<file path="src/rtl/fifo_pkg.sv">
// Shared constants and types for the async FIFO read-side streamer.
package fifo_pkg;

  localparam int DEF_DATAWIDTH = 32;
  localparam int DEF_BUFDEPTH  = 2;
  localparam int CNT_W         = 16;

  typedef enum logic [1:0] {
    OCC_EMPTY = 2'd0,
    OCC_ONE   = 2'd1,
    OCC_TWO   = 2'd2
  } occ_t;

  function automatic logic [1:0] occ_count(input occ_t occ);
    logic [1:0] cnt;
    case (occ)
      OCC_EMPTY: cnt = 2'd0;
      OCC_ONE:   cnt = 2'd1;
      OCC_TWO:   cnt = 2'd2;
      default:   cnt = 2'd0;
    endcase
    return cnt;
  endfunction

endpackage

</file>
<file path="src/rtl/fifo_read_streamer_skid_buf.sv">
// Two-entry register buffer; the head entry always drives the output data.
module stream_skid_buf
  import fifo_pkg::*;
#(
  parameter int DATAWIDTH = DEF_DATAWIDTH
) (
  input  logic                 clk,
  input  logic                 rst_n,
  input  logic                 clear,
  input  logic                 push,
  input  logic [DATAWIDTH-1:0] push_data,
  input  logic                 pop,
  output logic [DATAWIDTH-1:0] head_data,
  output logic                 valid,
  output occ_t                 occ,
  output logic                 full
);

  occ_t                 occ_r;
  logic [DATAWIDTH-1:0] head_r;
  logic [DATAWIDTH-1:0] tail_r;
  logic                 valid_r;

  // occupancy FSM with the head/tail storage and the registered valid flag
  always_ff @(posedge clk or negedge rst_n) begin
    if (!rst_n) begin
      occ_r   <= OCC_EMPTY;
      head_r  <= '0;
      tail_r  <= '0;
      valid_r <= 1'b0;
    end else if (clear) begin
      occ_r   <= OCC_EMPTY;
      valid_r <= 1'b0;
    end else begin
      case (occ_r)
        OCC_EMPTY: begin
          if (push) begin
            head_r  <= push_data;
            occ_r   <= OCC_ONE;
            valid_r <= 1'b1;
          end
        end
        OCC_ONE: begin
          if (push && pop) begin
            head_r <= push_data;
          end else if (push) begin
            tail_r <= push_data;
            occ_r  <= OCC_TWO;
          end else if (pop) begin
            occ_r   <= OCC_EMPTY;
            valid_r <= 1'b0;
          end
        end
        OCC_TWO: begin
          // the tail moves up on a pop; a simultaneous push refills the tail
          if (pop) begin
            head_r <= tail_r;
            if (push) begin
              tail_r <= push_data;
            end else begin
              occ_r <= OCC_ONE;
            end
          end
        end
        default: begin
          occ_r   <= OCC_EMPTY;
          valid_r <= 1'b0;
        end
      endcase
    end
  end

  assign head_data = head_r;
  assign valid     = valid_r;
  assign occ       = occ_r;
  assign full      = (occ_r == OCC_TWO);

endmodule

</file>
<file path="src/rtl/fifo_read_streamer.sv">
// FIFO read-side streamer: issues R_En, absorbs the read latency, emits valid/ready.
// Optional word counter on rd_count when READ_STREAM_COUNT_EN is defined.
module fifo_read_streamer
  import fifo_pkg::*;
#(
  parameter int DATAWIDTH = DEF_DATAWIDTH,
  parameter int BUFDEPTH  = DEF_BUFDEPTH
) (
  input  logic                 rclk,
  input  logic                 rrst,
  input  logic                 Empty,
  input  logic [DATAWIDTH-1:0] R_Data,
  output logic                 R_En,
  input  logic                 flush,
  output logic [DATAWIDTH-1:0] m_data,
  output logic                 m_valid,
  input  logic                 m_ready
`ifdef READ_STREAM_COUNT_EN
  ,
  output logic [CNT_W-1:0]     rd_count
`endif
);

  localparam logic [2:0] DEPTH_C = 3'(BUFDEPTH);

  logic       inflight_r;
  logic       pop_s;
  logic       push_s;
  logic       full_s;
  logic       rd_en_s;
  logic [2:0] level_s;
  occ_t       occ_s;

  assign pop_s   = m_valid & m_ready;
  assign push_s  = inflight_r & ~flush;
  assign level_s = {1'b0, occ_count(occ_s)} + {2'b00, inflight_r};

  // a full buffer only has room when the head leaves this cycle and nothing is in flight
  assign rd_en_s = rrst & ~Empty & ~flush &
                   (full_s ? (pop_s & ~inflight_r)
                           : ((level_s - {2'b00, pop_s}) < DEPTH_C));
  assign R_En    = rd_en_s;

  // tracks the word whose read data arrives on the next edge
  always_ff @(posedge rclk or negedge rrst) begin
    if (!rrst) begin
      inflight_r <= 1'b0;
    end else begin
      inflight_r <= rd_en_s;
    end
  end

  stream_skid_buf #(
    .DATAWIDTH (DATAWIDTH)
  ) u_buf (
    .clk       (rclk),
    .rst_n     (rrst),
    .clear     (flush),
    .push      (push_s),
    .push_data (R_Data),
    .pop       (pop_s),
    .head_data (m_data),
    .valid     (m_valid),
    .occ       (occ_s),
    .full      (full_s)
  );

`ifdef READ_STREAM_COUNT_EN
  logic [CNT_W-1:0] cnt_r;

  // delivered-word counter; survives flush and wraps naturally
  always_ff @(posedge rclk or negedge rrst) begin
    if (!rrst) begin
      cnt_r <= '0;
    end else if (pop_s) begin
      cnt_r <= cnt_r + CNT_W'(1);
    end else begin
      cnt_r <= cnt_r;
    end
  end

  assign rd_count = cnt_r;
`endif

endmodule

</file>
<file path="config.mk">
export PLATFORM = sky130hd
export DESIGN_NAME = fifo_read_streamer
export DESIGN_NICKNAME = d
export VERILOG_FILES = /design/src/rtl/fifo_pkg.sv /design/src/rtl/fifo_read_streamer_skid_buf.sv /design/src/rtl/fifo_read_streamer.sv
export SDC_FILE = /design/constraint.sdc
export NUM_CORES = 1
export LEC_CHECK = 0
export BUFFER_PORTS_ARGS = -buffer_cell sky130_fd_sc_hd__buf_2
export CAP_MARGIN = 20
export CORE_MARGIN = 1
export CORE_UTILIZATION = 35
export CTS_CLUSTER_SIZE = 16
export DETAILED_ROUTE_END_ITERATION = 7
export GPL_TIMING_DRIVEN = 0
export SLEW_MARGIN = 20
export SYNTH_ARGS = -nofsm -noshare
export SYNTH_HDL_FRONTEND = slang
export SYNTH_SLANG_ARGS = --single-unit
</file>
<file path="constraint.sdc">
create_clock -name rclk -period 2.5 [get_ports rclk]
set_input_delay 0.125 -clock rclk [delete_from_list [all_inputs] [get_ports rclk]]
set_output_delay 0.125 -clock rclk [all_outputs]
set_load 0.02 [all_outputs]
</file>
==> flow_summary_export.csv <==
group,metric,value,unit
global_routing,antenna_found_initial,0,
drt,wl_per_cell,14.2,µm
critical_path,required,2380,ps
synthesis,synth_xor_area_share,0,%
timing,slew_headroom,61.1,%
timing,rsz0062_at_grt,"yes",
drt,drt_drc_violations_left,9,
synthesis,synth.area.top_cells,"dfrtp_1 53%, mux2_4 14%, nand2_1 11%, mux2_1 11%, buf_6 1.1%",
synthesis,syn_area_per_cell,11.7,µm²
synthesis,muxShareOfSynthArea,26.0,%
global_routing,grt_pass1_wl,11.9,mm
timing,tightest_slew,584,ps
power_and_ir_drop,leakage,2.31,nW
clock_tree,cts_tree,"built",
drt,dr.pass1.iters,6,
finish,antenna_cells,0,
clock_tree,cts_root_buffer,"clkbuf_8",
finish,postLayoutCellArea,4250,µm²
finish,synthToLayoutAreaGrowth,32.7,%
die,start_util,36.4,%
die,design.die.area,9540,µm²
timing,finalMaxSlewViolations,0,
timing,finalClockSkew,9.47,ps
drt,vias,2283,
synthesis,yosysTopAreaCellShare,53.1,%
synthesis,synth_edf_count,0,
drt,drt_iter0_markers,56,
place,place_area,3720,µm²
power_and_ir_drop,power.share.clock,29.3,%
critical_path,worstSetupPathType,"reg2out",
clock_tree,clk_path_buf_depth,2,
synthesis,synth_top_area_cell,"dfrtp_1",
timing,hold_slack,8.06,ps
place,dp_hpwl,4.60,mm
power_and_ir_drop,ir_drop,0.307,mV
critical_path,start_kind,"flop",
drt,ant_nets,0,
timing,setup_viol,0,
timing,period_needed,2470,ps
synthesis,synth.distinct_cells,30,
power_and_ir_drop,seq_power_share,43.3,%
timing,hold_viol_final,0,
clock_tree,cts_buffers,9,
status,status,"complete, but fails checks",
die,die_h,97.7,µm
finish,drive_above_1_share,38.4,%
power_and_ir_drop,pwr-share-comb,27.4,%
critical_path,cp_max_fo,4,
clock_tree,cts.sinks,68,
min_path,min_path_type,"in2reg",
synthesis,syn_area,3200,µm²
drt,postRouteWirelength,7.03,mm
critical_path,cp-end-kind,"output pin",
clock_tree,cts.clk_slew.worst_paths,80,ps
global_routing,grt_usage,16.3,%
synthesis,synth-compound-area-share,3.12,%
global_routing,grt_start_max_net_pins,38,
synthesis,async_flop_share,100,%
synthesis,synth_nets,312,
synthesis,synth_warnings,0,
clock_tree,h-tree-depth,3,
place,io_buffers,70,
place,place_congestion,0.798,
finish,fin_nets,421,
synthesis,synth_top_family_by_area,"multiplexers",
run,cap_violations,0,
die,std_cell_rows,34,
power_and_ir_drop,p_sw_share,30.0,%
finish,fillers,834,
timing,clock.fmax,404,MHz
power_and_ir_drop,p_total,3.46,mW
clock_tree,insertion_delay,350,ps
synthesis,netlist_instances,274,
global_routing,grt_pass1_vias,2365,
die,pin_count,71,
synthesis,synth_seq_cells,68,
power_and_ir_drop,power.switching,1.04,mW
status,violations,"design-rule violations",
synthesis,synth-seq-area-share,53.1,%
timing,period_share,98.9,%
synthesis,ys.flop_type,"dfrtp_1",
power_and_ir_drop,powerDensity,814,nW/µm²
die,core_area,8810,µm²
synthesis,synthAdderAreaFrac,0.625,%
synthesis,synth-simple-area-share,14.0,%
die,die_w,97.7,µm
global_routing,grt_overflow,0,
critical_path,cp.arrival,2350,ps
drt,avgViaCountPerCell,4.60,
power_and_ir_drop,internal_power,2.42,mW
## critical path, stage by stage, from the launching register on
cell      delay [ps]
dfrtp_1          420
nand2b_4         160
buf_6            120
inv_8             30
buf_8            110
fa_1             480
nor3b_2          170
a21oi_2           50
nor4b_2          270
buf_4            200
## logic make-up after synthesis
logic type               Yosys count
multiplexers                      64
buffers and inverters             16
flip-flops                        68
adder cells (fa/ha/maj)            1
AND/OR/NAND/NOR                  113
AO/OA/AOI/OAI                     12
## metrics by stage
stage | setup WS [ps] | std cells | TNS (ps) | util, %
after floorplan | 135 | 274 | 0 | -
after global placement | 113 | 452 | 0 | 42.0
after detailed placement | 69.9 | 453 | 0 | 42.2
after CTS | -0.148 | 495 | -0.148 | 48.1
after global routing | -63.9 | 496 | -112 | 48.3
final | 26.5 | 496 | 0 | 48.3
## synth_stat cells (all sizes together) (2+ instances only)
library cell,number
a211oi,2
a21oi,4
buf,8
clkbuf,5
dfrtp,68
inv,3
mux2,64
nand2,97
nand2b,2
nor2,8
o21ai,3
## per-layer routing
layer	vias up	track usage, %	wire, µm
met1	1107	21.3	3360
met3	10	3.53	250
met2	49	25.4	3290
met5	-	0	0
li1	1117	-	-
met4	0	8.04	127
## state kept, by name (all words and copies together), names as in the netlist
name             cells
u_buf.occ            2
u_buf.tail_r        32
u_buf.head_data     32
u_buf.valid          1
inflight_r           1
## worst paths after layout
check,startpoint,to,slack [ps],cells after the start
min in group asynchronous,rrst,u_buf.valid$_DFFE_PN0P_,260,2
max reg2reg,u_buf.occ[0]$_DFFE_PN0P_,inflight_r$_DFF_PN0_,40,9
min reg2reg,u_buf.tail_r[11]$_DFFE_PN0P_,u_buf.tail_r[11]$_DFFE_PN0P_,490,1
max in group asynchronous,rrst,u_buf.head_data[14]$_DFFE_PN0P_,1690,3
min,R_Data[12],u_buf.tail_r[12]$_DFFE_PN0P_,8,2
max,u_buf.occ[0]$_DFFE_PN0P_,R_En,30,9
## layout make-up
cell class	count	area, µm²	area share [%]
flip-flops and latches	68	1700	40.1
multi-input cells	190	1450	34.1
repair buffers	98	626	14.7
clock buffers	11	141	3.33
well taps	108	135	3.18
plain buffers	13	101	2.39
clock inverters	5	75.1	1.77
inverters	3	18.8	0.442
## placed cells by master (no fill, tap or decap), types with 3 or more instances in the layout
cell           instances
nand2_1               96
buf_2                 68
dfrtp_1               67
mux2_1                32
mux2_4                30
dlygate4sd3_1         19
buf_4                 13
clkbuf_8              10
nor2_1                 6
clkbuf_1               6
buf_6                  4
clkinv_2               3
## power by group through the flow
stage	Combinational, mW	Sequential [mW]	Clock [mW]
floorplan	0.375	1.74	0
global placement	0.894	1.51	0
detailed placement	0.918	1.52	0
CTS	0.960	1.50	1.04
global route	1.02	1.54	1.09
finish	0.949	1.50	1.01
## timing repair
item | 4_1_cts | 5_1_grt
hold buffers | 19 | 0
hold endpoints to repair | 49 | 0
cloned | 0 | 0
setup endpoints to repair | 1 | 2
gates resized for setup | 19 | 1
pin swaps | 3 | 1
setup buffers | 7 | 1
No activity file was read; power rests on OpenSTA's default activity.
